**src/rtl/rc_sched.sv**
```systemverilog
// Rational-resampler (R_UP/R_DOWN) sequencer: paces input slots, frame-start and output strobes.
// Optional RC_SCHED_STATS_EN adds a saturating underrun counter output.
module rc_sched #(
    parameter int R_UP   = 3,
    parameter int R_DOWN = 4
) (
    input  logic       clk,
    input  logic       reset,
    input  logic       run,
    input  logic       in_valid,
    output logic       in_ready,
    output logic       ena_in,
    output logic       ena_io,
    output logic       ena_out,
    output logic [2:0] phase,
    output logic [3:0] count,
    output logic       busy
`ifdef RC_SCHED_STATS_EN
    ,
    output logic [7:0] underruns
`endif
);

    localparam int LAST = R_UP * R_DOWN - 1;

    if (R_UP < 2 || R_UP > 8 || R_DOWN < 2 || R_DOWN > 8 || R_UP * R_DOWN > 16) begin : g_bad_cfg
        $error("rc_sched: illegal R_UP/R_DOWN combination");
    end

    typedef enum logic [1:0] {IDLE, RUN, STALL} state_t;

    state_t     state_q;
    logic [3:0] count_q, count_d;
    logic [2:0] phase_q, phase_d;
    logic       ena_in_q, ena_io_q, ena_out_q, busy_q;
    logic       slot, adv, at_dn, stop;

    // Slots recur every R_UP cycles; the last count of a frame is always a slot.
    assign slot     = ((int'(count_q) % R_UP) == (R_UP - 1));
    assign in_ready = (state_q == RUN && slot) || (state_q == STALL);
    assign adv      = (state_q == RUN && !slot) || (in_ready && in_valid);
    assign at_dn    = ((int'(count_q) % R_DOWN) == 0);
    assign stop     = adv && (int'(count_q) == LAST) && !run;
    assign count_d  = (int'(count_q) == LAST) ? 4'd0 : count_q + 4'd1;
    assign phase_d  = 3'(int'(count_q) / R_DOWN);

`ifdef RC_SCHED_STATS_EN
    logic [7:0] underruns_q;
    assign underruns = underruns_q;
`endif

    always_ff @(posedge clk or posedge reset) begin
        if (reset) begin
            state_q     <= IDLE;
            count_q     <= '0;
            phase_q     <= '0;
            ena_in_q    <= 1'b0;
            ena_io_q    <= 1'b0;
            ena_out_q   <= 1'b0;
            busy_q      <= 1'b0;
`ifdef RC_SCHED_STATS_EN
            underruns_q <= '0;
`endif
        end else begin
            ena_in_q  <= in_ready && in_valid;
            ena_io_q  <= adv && (count_q == 4'd0);
            ena_out_q <= adv && at_dn && (count_q != 4'd0);
            // count 0 is a multiple of R_DOWN, so this covers the ena_io load too
            if (adv && at_dn)
                phase_q <= phase_d;
            if (adv)
                count_q <= count_d;
            case (state_q)
                IDLE: begin
                    if (run)
                        state_q <= RUN;
                    busy_q <= run;
                end
                RUN: begin
                    if (slot && !in_valid) begin
                        state_q <= STALL;
`ifdef RC_SCHED_STATS_EN
                        if (underruns_q != 8'hFF)
                            underruns_q <= underruns_q + 8'd1;
`endif
                    end else if (stop) begin
                        state_q <= IDLE;
                    end
                    busy_q <= !stop;
                end
                STALL: begin
                    if (stop)
                        state_q <= IDLE;
                    else if (in_valid)
                        state_q <= RUN;
                    busy_q <= !stop;
                end
                default: begin
                    state_q <= IDLE;
                    busy_q  <= 1'b0;
                end
            endcase
        end
    end

    assign ena_in  = ena_in_q;
    assign ena_io  = ena_io_q;
    assign ena_out = ena_out_q;
    assign phase   = phase_q;
    assign count   = count_q;
    assign busy    = busy_q;

endmodule

```
**config.mk**
```make
export PLATFORM = sky130hd
export DESIGN_NAME = rc_sched
export DESIGN_NICKNAME = d
export VERILOG_FILES = /design/src/rtl/rc_sched.sv
export SDC_FILE = /design/constraint.sdc
export NUM_CORES = 1
export LEC_CHECK = 0
export CORE_MARGIN = 1
export CORE_UTILIZATION = 53
export DETAILED_ROUTE_END_ITERATION = 16
export PLACE_DENSITY = 0.79
export RECOVER_POWER = 100
export SKIP_LAST_GASP = 1
export SYNTH_ARGS = -nofsm -noshare
export SYNTH_HDL_FRONTEND = slang
export SYNTH_SLANG_ARGS = --single-unit
export TNS_END_PERCENT = 30
```
**constraint.sdc**
```tcl
create_clock -name clk -period 3.7 [get_ports clk]
set_input_delay 0.37 -clock clk [delete_from_list [all_inputs] [get_ports clk]]
set_output_delay 0.37 -clock clk [all_outputs]
set_load 0.03 [all_outputs]
```
---- After elaboration in Yosys (flattened, before gate mapping) ----
Cells that the tools add are included.
storage, ports and cells
  flip-flop bits (word level) ............. 12
  logic and storage cells ................. 45
  output and inout bits ................... 12
operators by class
  add/subtract/negate cells ............... 1
  div/mod/pow operators ................... 1
  mux-type cells .......................... 8
  equality and inequality tests ........... 7
  reductions and logical operators ........ 21
operator list
  kind                                                                      number
  32-bit by 3-bit == test with 1-bit output (second input constant)         1
  32-bit logical NOT                                                        1
  5-bit by 3-bit remainder unit with 32-bit output (second input constant)  1
  2-bit 2-to-1 mux                                                          5
  1-bit logical AND                                                         9
  2-bit case mux with 3 select lines                                        1
  4-bit by 1-bit adder with 4-bit output (second input constant)            1
  4-bit == test (second input constant)                                     1
  1-bit logical NOT                                                         4
  4-bit logical NOT                                                         1
  4-bit 2-to-1 mux                                                          1
  4-bit nonzero test                                                        1
  3-bit by 2-bit != test with 1-bit output (second input constant)          1
  3-bit != test (second input constant)                                     1
  3-bit AND reduction                                                       1
  2-bit by 1-bit == test with 1-bit output (second input constant)          1
  2-bit == test (second input constant)                                     1
  2-bit logical NOT                                                         1
  1-bit logical OR                                                          2
  2-bit != test (second input constant)                                     1
  1-bit case mux with 2 select lines                                        1
  2-bit OR reduction                                                        1

---- Longest topological paths before layout ----
  word-level depth ........................ 11
  depth in mapped cells ................... 14
  depth with buffers taken out ............ 13

---- Worst setup path before layout ----
Ideal clock, no wire load.
  kind .................................... register -> output
  start point ............................. reg count_q[3] (netlist: count[3])
  end point ............................... out in_ready
  data required time ...................... 3,330 ps
  data arrival time ....................... 3,156 ps
  stages on the path, launching flop included .. 15
  path buffers ............................ 2
  setup slack ............................. 174 ps
  path through ............................ dfrtp_1 > buf_2 > buf_2 > nor2_1 > ha_1 > a211oi_1 > a41oi_2 > xnor2_1 > ha_1 > a31o_2 > mux2_4 > a31oi_4 > and2_1 > a21oi_1 > inv_1
on the way
  cells in the longest elaborated chain, start to end .. 4
ends and longest elaborated chain
  item                                              RTL line  text
  start, declared                                   33        logic [3:0] count_q, count_d;
  start signal, assigned                            72        count_q <= count_d;
  5-bit by 3-bit remainder unit with 32-bit output  39        assign slot = ((int'(count_q) % R_UP) == (R_UP - 1));
  32-bit by 3-bit == test with 1-bit output         39
  1-bit logical AND                                 40        assign in_ready = (state_q == RUN && slot) || (state_q == STALL);
  1-bit logical OR                                  40
  end, declared                                     11        output logic in_ready,
Every way passes these cells.

---- Final worst setup path ----
  start point ............................. reg count_q[2] (netlist: count[2])
  end point ............................... out in_ready
The elaborated chain is that of the path after synthesis.

==> impl_metrics.ini <==
[synth]
syn_avg_cell_area_sq_um = 8.940
synth-edff-count = 0
ys.flop_type = dfrtp_1
syn-cell-area_sq_um = 1046
syn_inst = 117
ys_types = 41
synth_async_sr_flop_share_pct = 100.0
yosysSeqAreaShare_pct = 28.71
syn_nets = 132
ys_ff_latch = 12
synth_warnings = 0

[finish]
drive_gt1_share_pct = 15.15
seqCellArea_sq_um = 301.5
n_fill_cell = 141
multi_input_area_sq_um = 673.1
syn2layout_area_growth_pct = 17.82
fin_cells = 157
fin_area_sq_um = 1232
diodes = 0
fin_nets = 148

[global_route]
grt_pass1_vias = 739
grt_overflow = 0
grt_pass1_wl_microns = 3187
track_usage_pct = 20.73
grt_antenna_before_repair = 0
grt_max_degree = 18

[detailed_routing]
drt_pass1_iterations = 4
drt_iter0_markers = 34
wl_microns = 1982
route.vias.total = 880
drc = 0
wl_per_cell_microns = 12.62
via_per_inst = 5.605
ant_nets = 0

[clock_tree]
clock_sinks = 12
ctsLongestPathBuffers = 2
htree_num_levels = 1
cts_tree = yes
insertion_delay_ns = 0.27
clkSlewWorstSetupHoldPaths_ns = 0.08
cts-root-buf = clkbuf_4
numCtsBuffers = 3

[sta]
fin_ws_ns = 0.1801
final_max_slew_viol_count = 0
rsz0062_at_grt = no
period_needed_ns = 3.520
max_freq_ghz = 0.2841
fin_worst_skew_ns = 0.006540
setup_viol = 0
hold_viol = 0
setup_tns_ns = 0
finalCritPeriodShare_pct = 95.13

[die]
fp.dieW_microns = 46.43
start_util_pct = 58.67
dieHeight_microns = 46.43
rows = 15
die-area_sq_um = 2155
ios = 16
coreArea_sq_um = 1783

[worst_setup_path]
cp-end-kind = output port
worstPathArrival_ns = 3.15
cp-start-kind = register
crit_end = in_ready
critPathKind = register to output port
r2r_setup_slack_ns = 0.49
reg2reg_depth = 12
crit_fanout = 14
r2r-end = phase[1]
crit_required_ns = 3.33
timing.rr.start = count[2]
crit_start = count[2]

[status]
status = finished, final reports clean

[hold_path]
hp-class = register to register

[run]
cap_violations = 0

[place]
place_area_sq_um = 1197
routabilityCongestion = 0.8409
port_buffers = 14
dp_hpwl_microns = 1565
dp_cells = 153
pre_cts_ws_ns = 0.3505
[metrics by stage]
step | util, % | hold WS [ns]
finish | 69.12 | 0.4886
CTS | 69.19 | 0.3978
detailed placement | 67.16 | 0.4995
floorplan | - | 0.2347
global route | 69.12 | 0.5115
global placement | 67.16 | 0.4966
[worst max-delay path, cell delays in order, from the launching register on]
cell and delay (ns):
dfrtp_1 0.38, buf_4 0.19, ha_1 0.29, nand2b_1 0.18
a41oi_2 0.29, xnor2_1 0.11, ha_1 0.20, a31o_2 0.25
mux2_4 0.31, a31oi_4 0.19, and2_1 0.19, a21oi_1 0.09
inv_1 0.06, buf_4 0.15
[cells by family (layout without fill, tap and decap cells)]
family | after synthesis | in the layout | share of synthesized area (%)
buffers and inverters | 15 | 30 | 6.699
AO/OA/AOI/OAI | 29 | 29 | 22.85
multiplexers | 5 | 5 | 6.699
XOR/XNOR | 2 | 2 | 2.393
other | 1 | 1 | 0.3585
adder cells (fa/ha/maj) | 11 | 11 | 13.16
flip-flops | 12 | 12 | 28.71
AND/OR/NAND/NOR | 42 | 42 | 19.14
[worst min-delay path by stage]
stage,cells after the start,endpoint,start
final,1,phase[1],phase[1]
after global routing,1,phase[1],phase[1]
after CTS,2,count[0],reset
after detailed placement,1,phase[1],phase[1]
after global placement,1,phase[0],phase[0]
after floorplan,1,busy,reset
[cells in the mapped netlist, drive strengths merged, types with 2 or more instances]
cell type	instances	area, sq um
a211oi	3	22.52
ha	11	137.6
buf	4	28.78
nor3	4	20.02
dfrtp	12	300.3
nor2	11	41.29
a21oi	8	43.79
and3	3	18.77
nand2b	2	12.51
nand4	2	12.51
mux2	4	60.06
xnor2	2	25.03
nor2b	3	18.77
nand2	13	51.30
a31o	2	17.52
o21ai	5	28.77
a31oi	3	48.80
inv	10	37.54
[timing repair]
action                     in CTS  in global routing
hold buffers                    0                  0
setup endpoints to repair       0                  1
resized for setup               0                  3
setup buffers                   0                  0
[cell type report]
cell class                 count  share of cell area, %
multi-input combinational     90                  54.62
sequential                    12                  24.47
timing repair buffer          16                  12.39
inverter                      10                  3.046
clock buffer                   4                  2.944
tap                           25                  2.538
[cell usage in the layout, fill, tap and decap left out, types with 2 or more instances in the layout]
cell             Yosys  routed
nand4_1              2       2
clkbuf_4             0       3
a211oi_1             3       2
a21oi_1              7       7
dlygate4sd3_1        0      11
nand2_1             12      13
dfrtp_1             12      11
buf_4                1       3
a31oi_4              2       2
nor2b_1              3       3
a31o_2               2       2
inv_1               10      10
nor2_1              11      11
and3_1               3       3
ha_1                11      10
mux2_4               4       2
o21ai_0              3       4
nor3_1               4       4
nand2b_1             2       2
clkdlybuf4s50_1      0       2
mux2_1               0       2
[per-layer routing]
metal | wire length [microns] | up-vias | GRT usage [%]
met5 | 0 | - | 0
met4 | 0 | 0 | 3.529
met3 | 99 | 0 | 5.882
met2 | 968 | 25 | 34.44
met1 | 914 | 412 | 26.67
li1 | - | 443 | -
[registers in the layout (all words and copies together) (netlist names)]
signal	flops
count	4
phase	2
state_q	2
busy	1
ena_in	1
ena_io	1
ena_out	1
Power is not shown: default switching activity piles up to over one toggle a cycle in this logic, so the estimate is an artifact.
